--- src/rtl/cpu_pkg.sv ---
// cpu_pkg: shared widths, alu op codes, flag indices and the id/ex pipeline register layout
package cpu_pkg;
    localparam int XLEN = 32;
    localparam int REG_IDXW = 5;
    localparam logic [3:0] ALU_ADD = 4'd0;
    localparam logic [3:0] ALU_SUB = 4'd1;
    localparam logic [3:0] ALU_AND = 4'd2;
    localparam logic [3:0] ALU_OR  = 4'd3;
    localparam logic [3:0] ALU_XOR = 4'd4;
    localparam logic [3:0] ALU_SLL = 4'd5;
    localparam logic [3:0] ALU_SRL = 4'd6;
    localparam int FLAG_N = 3;
    localparam int FLAG_Z = 2;
    localparam int FLAG_C = 1;
    localparam int FLAG_V = 0;
    typedef struct packed {
        logic                valid;
        logic [REG_IDXW-1:0] rs1;
        logic [REG_IDXW-1:0] rs2;
        logic [XLEN-1:0]     rs1_data;
        logic [XLEN-1:0]     rs2_data;
        logic [XLEN-1:0]     imm;
        logic                use_imm;
        logic [3:0]          alu_op;
        logic [REG_IDXW-1:0] rd;
        logic                reg_we;
        logic                mem_read;
    } idex_t;
    // Operand fields stay stale in a bubble; only the side-effect bits are cleared.
    function automatic idex_t to_bubble(idex_t x);
        idex_t b;
        b = x;
        b.valid = 1'b0;
        b.reg_we = 1'b0;
        b.mem_read = 1'b0;
        return b;
    endfunction
endpackage

--- src/rtl/fwd_mux.sv ---
// fwd_mux: picks the newest value of one source register, EX/MEM before MEM/WB before regfile
module fwd_mux
    import cpu_pkg::*;
(
    input  logic [REG_IDXW-1:0] rs,
    input  logic [XLEN-1:0]     regdata,
    input  logic [REG_IDXW-1:0] mem_rd,
    input  logic                mem_reg_we,
    input  logic [XLEN-1:0]     mem_res,
    input  logic [REG_IDXW-1:0] wb_rd,
    input  logic                wb_reg_we,
    input  logic [XLEN-1:0]     wb_res,
    output logic [XLEN-1:0]     operand
);
    logic mem_hit, wb_hit;
    assign mem_hit = mem_reg_we && mem_rd != '0 && mem_rd == rs;
    assign wb_hit = wb_reg_we && wb_rd != '0 && wb_rd == rs;
    assign operand = mem_hit ? mem_res : wb_hit ? wb_res : regdata;
endmodule

--- src/rtl/idex_stage.sv ---
// idex_stage: ID/EX pipeline register with forwarding, imm select and load-use bubble insertion
module idex_stage
    import cpu_pkg::*;
(
    input  logic                clk,
    input  logic                rst,
    input  logic                stall,
    input  logic                flush,
    input  logic                id_valid,
    input  logic [REG_IDXW-1:0] id_rs1,
    input  logic [REG_IDXW-1:0] id_rs2,
    input  logic                id_uses_rs2,
    input  logic [XLEN-1:0]     id_rs1_data,
    input  logic [XLEN-1:0]     id_rs2_data,
    input  logic [XLEN-1:0]     id_imm,
    input  logic                id_use_imm,
    input  logic [3:0]          id_alu_op,
    input  logic [REG_IDXW-1:0] id_rd,
    input  logic                id_reg_we,
    input  logic                id_mem_read,
    input  logic [REG_IDXW-1:0] mem_rd,
    input  logic                mem_reg_we,
    input  logic [XLEN-1:0]     mem_res,
    input  logic [REG_IDXW-1:0] wb_rd,
    input  logic                wb_reg_we,
    input  logic [XLEN-1:0]     wb_res,
    output logic                id_ready,
    output logic                ex_valid,
    output logic [XLEN-1:0]     ex_a,
    output logic [XLEN-1:0]     ex_b,
    output logic [3:0]          ex_op,
    output logic [REG_IDXW-1:0] ex_rd,
    output logic                ex_reg_we,
    output logic                ex_mem_read
);
    idex_t r, cap;
    logic hazard;
    logic [XLEN-1:0] fwd_b;
    always_comb begin
        cap = '{valid: id_valid, rs1: id_rs1, rs2: id_rs2, rs1_data: id_rs1_data,
                rs2_data: id_rs2_data, imm: id_imm, use_imm: id_use_imm, alu_op: id_alu_op,
                rd: id_rd, reg_we: id_reg_we, mem_read: id_mem_read};
    end
    // A load in EX whose result the incoming instruction needs cannot be forwarded yet.
    assign hazard = id_valid && r.valid && r.mem_read && r.rd != '0 &&
                    (r.rd == id_rs1 || (id_uses_rs2 && r.rd == id_rs2));
    assign id_ready = !stall && !hazard;
    always_ff @(posedge clk or posedge rst) begin
        if (rst) r <= '0;
        else if (flush) r <= to_bubble(cap);
        else if (!stall) r <= hazard ? to_bubble(cap) : cap;
    end
    fwd_mux u_fwd_a (
        .rs(r.rs1), .regdata(r.rs1_data),
        .mem_rd(mem_rd), .mem_reg_we(mem_reg_we), .mem_res(mem_res),
        .wb_rd(wb_rd), .wb_reg_we(wb_reg_we), .wb_res(wb_res),
        .operand(ex_a)
    );
    fwd_mux u_fwd_b (
        .rs(r.rs2), .regdata(r.rs2_data),
        .mem_rd(mem_rd), .mem_reg_we(mem_reg_we), .mem_res(mem_res),
        .wb_rd(wb_rd), .wb_reg_we(wb_reg_we), .wb_res(wb_res),
        .operand(fwd_b)
    );
    assign ex_b = r.use_imm ? r.imm : fwd_b;
    assign ex_valid = r.valid;
    assign ex_op = r.alu_op;
    assign ex_rd = r.rd;
    assign ex_reg_we = r.reg_we;
    assign ex_mem_read = r.mem_read;
endmodule

--- config.mk ---
export PLATFORM = sky130hd
export DESIGN_NAME = idex_stage
export DESIGN_NICKNAME = d
export VERILOG_FILES = /design/src/rtl/cpu_pkg.sv /design/src/rtl/fwd_mux.sv /design/src/rtl/idex_stage.sv
export SDC_FILE = /design/constraint.sdc
export NUM_CORES = 1
export LEC_CHECK = 0
export ABC_CLOCK_PERIOD_IN_PS = 4700
export CAP_MARGIN = 20
export CORE_AREA = 2 2 119 150
export DETAILED_ROUTE_END_ITERATION = 12
export DIE_AREA = 0 0 121 152
export DONT_BUFFER_PORTS = 1
export SYNTH_ARGS = -nofsm -noshare
export SYNTH_HDL_FRONTEND = slang
export SYNTH_SLANG_ARGS = --single-unit
export TNS_END_PERCENT = 50
--- constraint.sdc ---
create_clock -name clk -period 4.7 [get_ports clk]
set_input_delay 0.705 -clock clk [delete_from_list [all_inputs] [get_ports clk]]
set_output_delay 0.705 -clock clk [all_outputs]
set_load 0.03 [all_outputs]
==> flow_metrics.tcl <==
set metrics [dict create \
    dp_hpwl_um 13700 \
    syn2layout_area_growth_pct 13.8 \
    fmaxAchievable_mhz 256 \
    combPwrFrac 0.184 \
    drv_slew 0 \
    antenna_found_initial 3 \
    syn_inst 616 \
    cts_made_buffers 17 \
    crit_path_start_kind "input port" \
    synth_area_per_cell_sq_um 10.8 \
    fin_worst_skew_ps 5.93 \
    grt_overflow_total 0 \
    gp_congestion 0.860 \
    numClockSinks 119 \
    wl_per_cell_um 22.8 \
    post-cts-setup-buffers 0 \
    path_clk_slew_ps 50 \
    cp.arrival_ps 3200 \
    drt_iter0_drc 329 \
    yosys_warnings 0 \
    period_share 0.830 \
    start_util 0.389 \
    wirelength_um 19500 \
    synth_cell_types 32 \
    slowest_delay_ps 840 \
    syn_nets 816 \
    crit_type "in -> out" \
    cap_violations 0 \
    min_path_type "in -> async" \
    finalNetCount 816 \
    vias 5033 \
    critical_path.top_delay_family "compound AO/OA/AOI/OAI gates" \
    coreArea_sq_um 17100 \
    nFillCells 1654 \
    io_pins 277 \
    cts_tree "built" \
    path_cells "or4_1, o21a_2, nand3_2, a221oi_1, o31ai_1, buf_4" \
    critPathRequiredTime_ps 3990 \
    chipHeight_um 152 \
    dr.pass1.iters 5 \
    post_cts_resized 0 \
    cts_hold_buf 0 \
    clock_latency_ps 410 \
    die_area_sq_um 18400 \
    power_frac_clock 0.427 \
    row_count 54 \
    rsz0062_at_grt "no" \
    drive_gt1_frac 0.316 \
    grt_max_degree 76 \
    relSlewSlack 0.349 \
    grt_util_all_layers 0.212 \
    htreeDepth 4 \
    ant_nets 0 \
    cts_root_buf "clkbuf_16" \
    grt_pass1_vias 5481 \
    ys_seq_area_frac 0.448 \
    crit_buf_inv 1 \
    grt_pass1_wl_um 30300 \
    setup_viol 0 \
    ir_drop_mv 0.205 \
    netlist_area_sq_um 6640 \
    p_per_area_nw_per_um2 404 \
    fin_tns_setup_ps 0 \
    cts_buffer_depth 2 \
    post-route-util 0.442 \
    worstMarginPinSlew_ps 976 \
    seqPwrFrac 0.389 \
    fp.dieW_um 121 \
    cp_max_fo 34 \
    endpoint_kind "output port" \
    outcome "finished clean" \
    p_switching_uw 898 \
    synth-seq-cells 119 \
    leakage_uw 0.00318 \
    p_int_uw 2150 \
    switching_share 0.294 \
    route.detailed.drc 0 \
    fin_hold_ws_ps 330 \
    hold_viol 0 \
    period_needed_ps 3900 \
    port_buffers 0 \
    vias_per_cell 5.88 \
    crit_slowest_cell "nand3_2" \
]
worst register-to-register path: stages (launching register included):
cell       delay (ps)
dfrtp_1           540
or4_1             590
o2111ai_1         190
a21oi_1           110
o41ai_1           260
synth_stat cells:
master	number	share of area
or3_1	1	0.00094
o2111ai_1	1	0.0013
xnor2_1	13	0.017
o22ai_1	1	0.00094
xor2_1	17	0.022
a21oi_1	33	0.025
buf_4	12	0.014
o31ai_1	32	0.036
and3_1	32	0.030
or3b_2	1	0.0013
buf_2	10	0.0075
and4_4	1	0.0017
nor3_1	4	0.0030
nor4_1	1	0.00094
nand2_1	33	0.019
buf_6	5	0.0085
nand2b_1	1	0.00094
or4_1	4	0.0045
nand3b_1	2	0.0023
dfrtp_1	119	0.45
mux2_2	116	0.20
nand3_1	3	0.0023
inv_1	4	0.0023
clkbuf_1	33	0.019
o21ai_0	1	0.00075
o21a_1	1	0.0011
nand3_2	1	0.0015
o41ai_1	2	0.0026
mux2i_1	32	0.048
nor2_1	67	0.038
nand4_1	1	0.00094
a221oi_1	32	0.042
layer usage:
metal	wire length [um]	share of wire	vias up	global-route usage
met4	537	0.028	0	0.0825
met2	9800	0.50	250	0.358
li1	-	-	2241	-
met3	1420	0.073	42	0.0649
met1	7730	0.40	2500	0.251
met5	0	0	-	0
worst paths after layout:
path / from / end / slack [ps] / depth (start not counted)
setup / recovery: wb_rd[0] / ex_b[4] / 800 / 6
hold / removal: rst / r[77]$_DFFE_PP0P_ / 330 / 2
setup reg to reg: ex_rd[1]$_DFFE_PP0P_ / ex_valid$_DFFE_PP0P_ / 2910 / 4
hold reg to reg: r[88]$_DFFE_PP0P_ / r[88]$_DFFE_PP0P_ / 500 / 1
max in group asynchronous: rst / r[11]$_DFFE_PP0P_ / 3560 / 2
min in group clk: stall / ex_valid$_DFFE_PP0P_ / 390 / 1
registers in the layout, indices dropped and copies added (netlist names):
register / count
ex_mem_read: 1
ex_op: 4
ex_rd: 5
ex_reg_we: 1
ex_valid: 1
r: 107
power groups by stage:
stage	registers [uW]	logic (uW)	clock network [uW]
CTS	1200	549	1330
global placement	1210	538	0
detailed placement	1220	548	0
floorplan	1170	463	0
global route	1200	601	1390
finish	1190	561	1300
area by class of cell:
class	instances	area [sq um]	share of cell area
tap	224	280	0.0371
sequential	119	2980	0.394
multi-input combinational	433	3350	0.443
clock inverter	11	123	0.0162
antenna	3	7.51	0.000993
inverter	4	17.5	0.00232
timing repair buffer	41	333	0.0440
clock buffer	21	470	0.0622
cells in the final DEF (no fill, tap or decap), drive strengths merged, types with 5 or more instances in the layout:
master / count
dfrtp: 119
mux2: 116
nor2: 67
buf: 41
a21oi: 33
nand2: 33
mux2i: 32
and3: 32
a221oi: 32
o31ai: 32
clkbuf: 21
xor2: 17
xnor2: 13
inv: 5
kinds of logic after synthesis:
kind of cell           count (synthesis)  share of synthesized area
flip-flops                           119                      0.448
AO/OA/AOI/OAI                        103                      0.110
buffers and inverters                 64                     0.0505
AND/OR/NAND/NOR                      152                      0.107
XOR/XNOR                              30                     0.0395
multiplexers                         148                      0.245
stage by stage:
stage / cells / total power, uW / area (sq um) / worst slack (ps)
2_1_floorplan: 616 / 1630 / 6640 / 838
3_3_place_gp: 820 / 1750 / 6940 / 872
3_5_place_dp: 820 / 1770 / 6940 / 752
4_1_cts: 852 / 3080 / 7540 / 757
5_1_grt: 856 / 3190 / 7560 / 598
6_report: 856 / 3050 / 7560 / 798
Note: power is estimated with default switching activity, not from simulation.
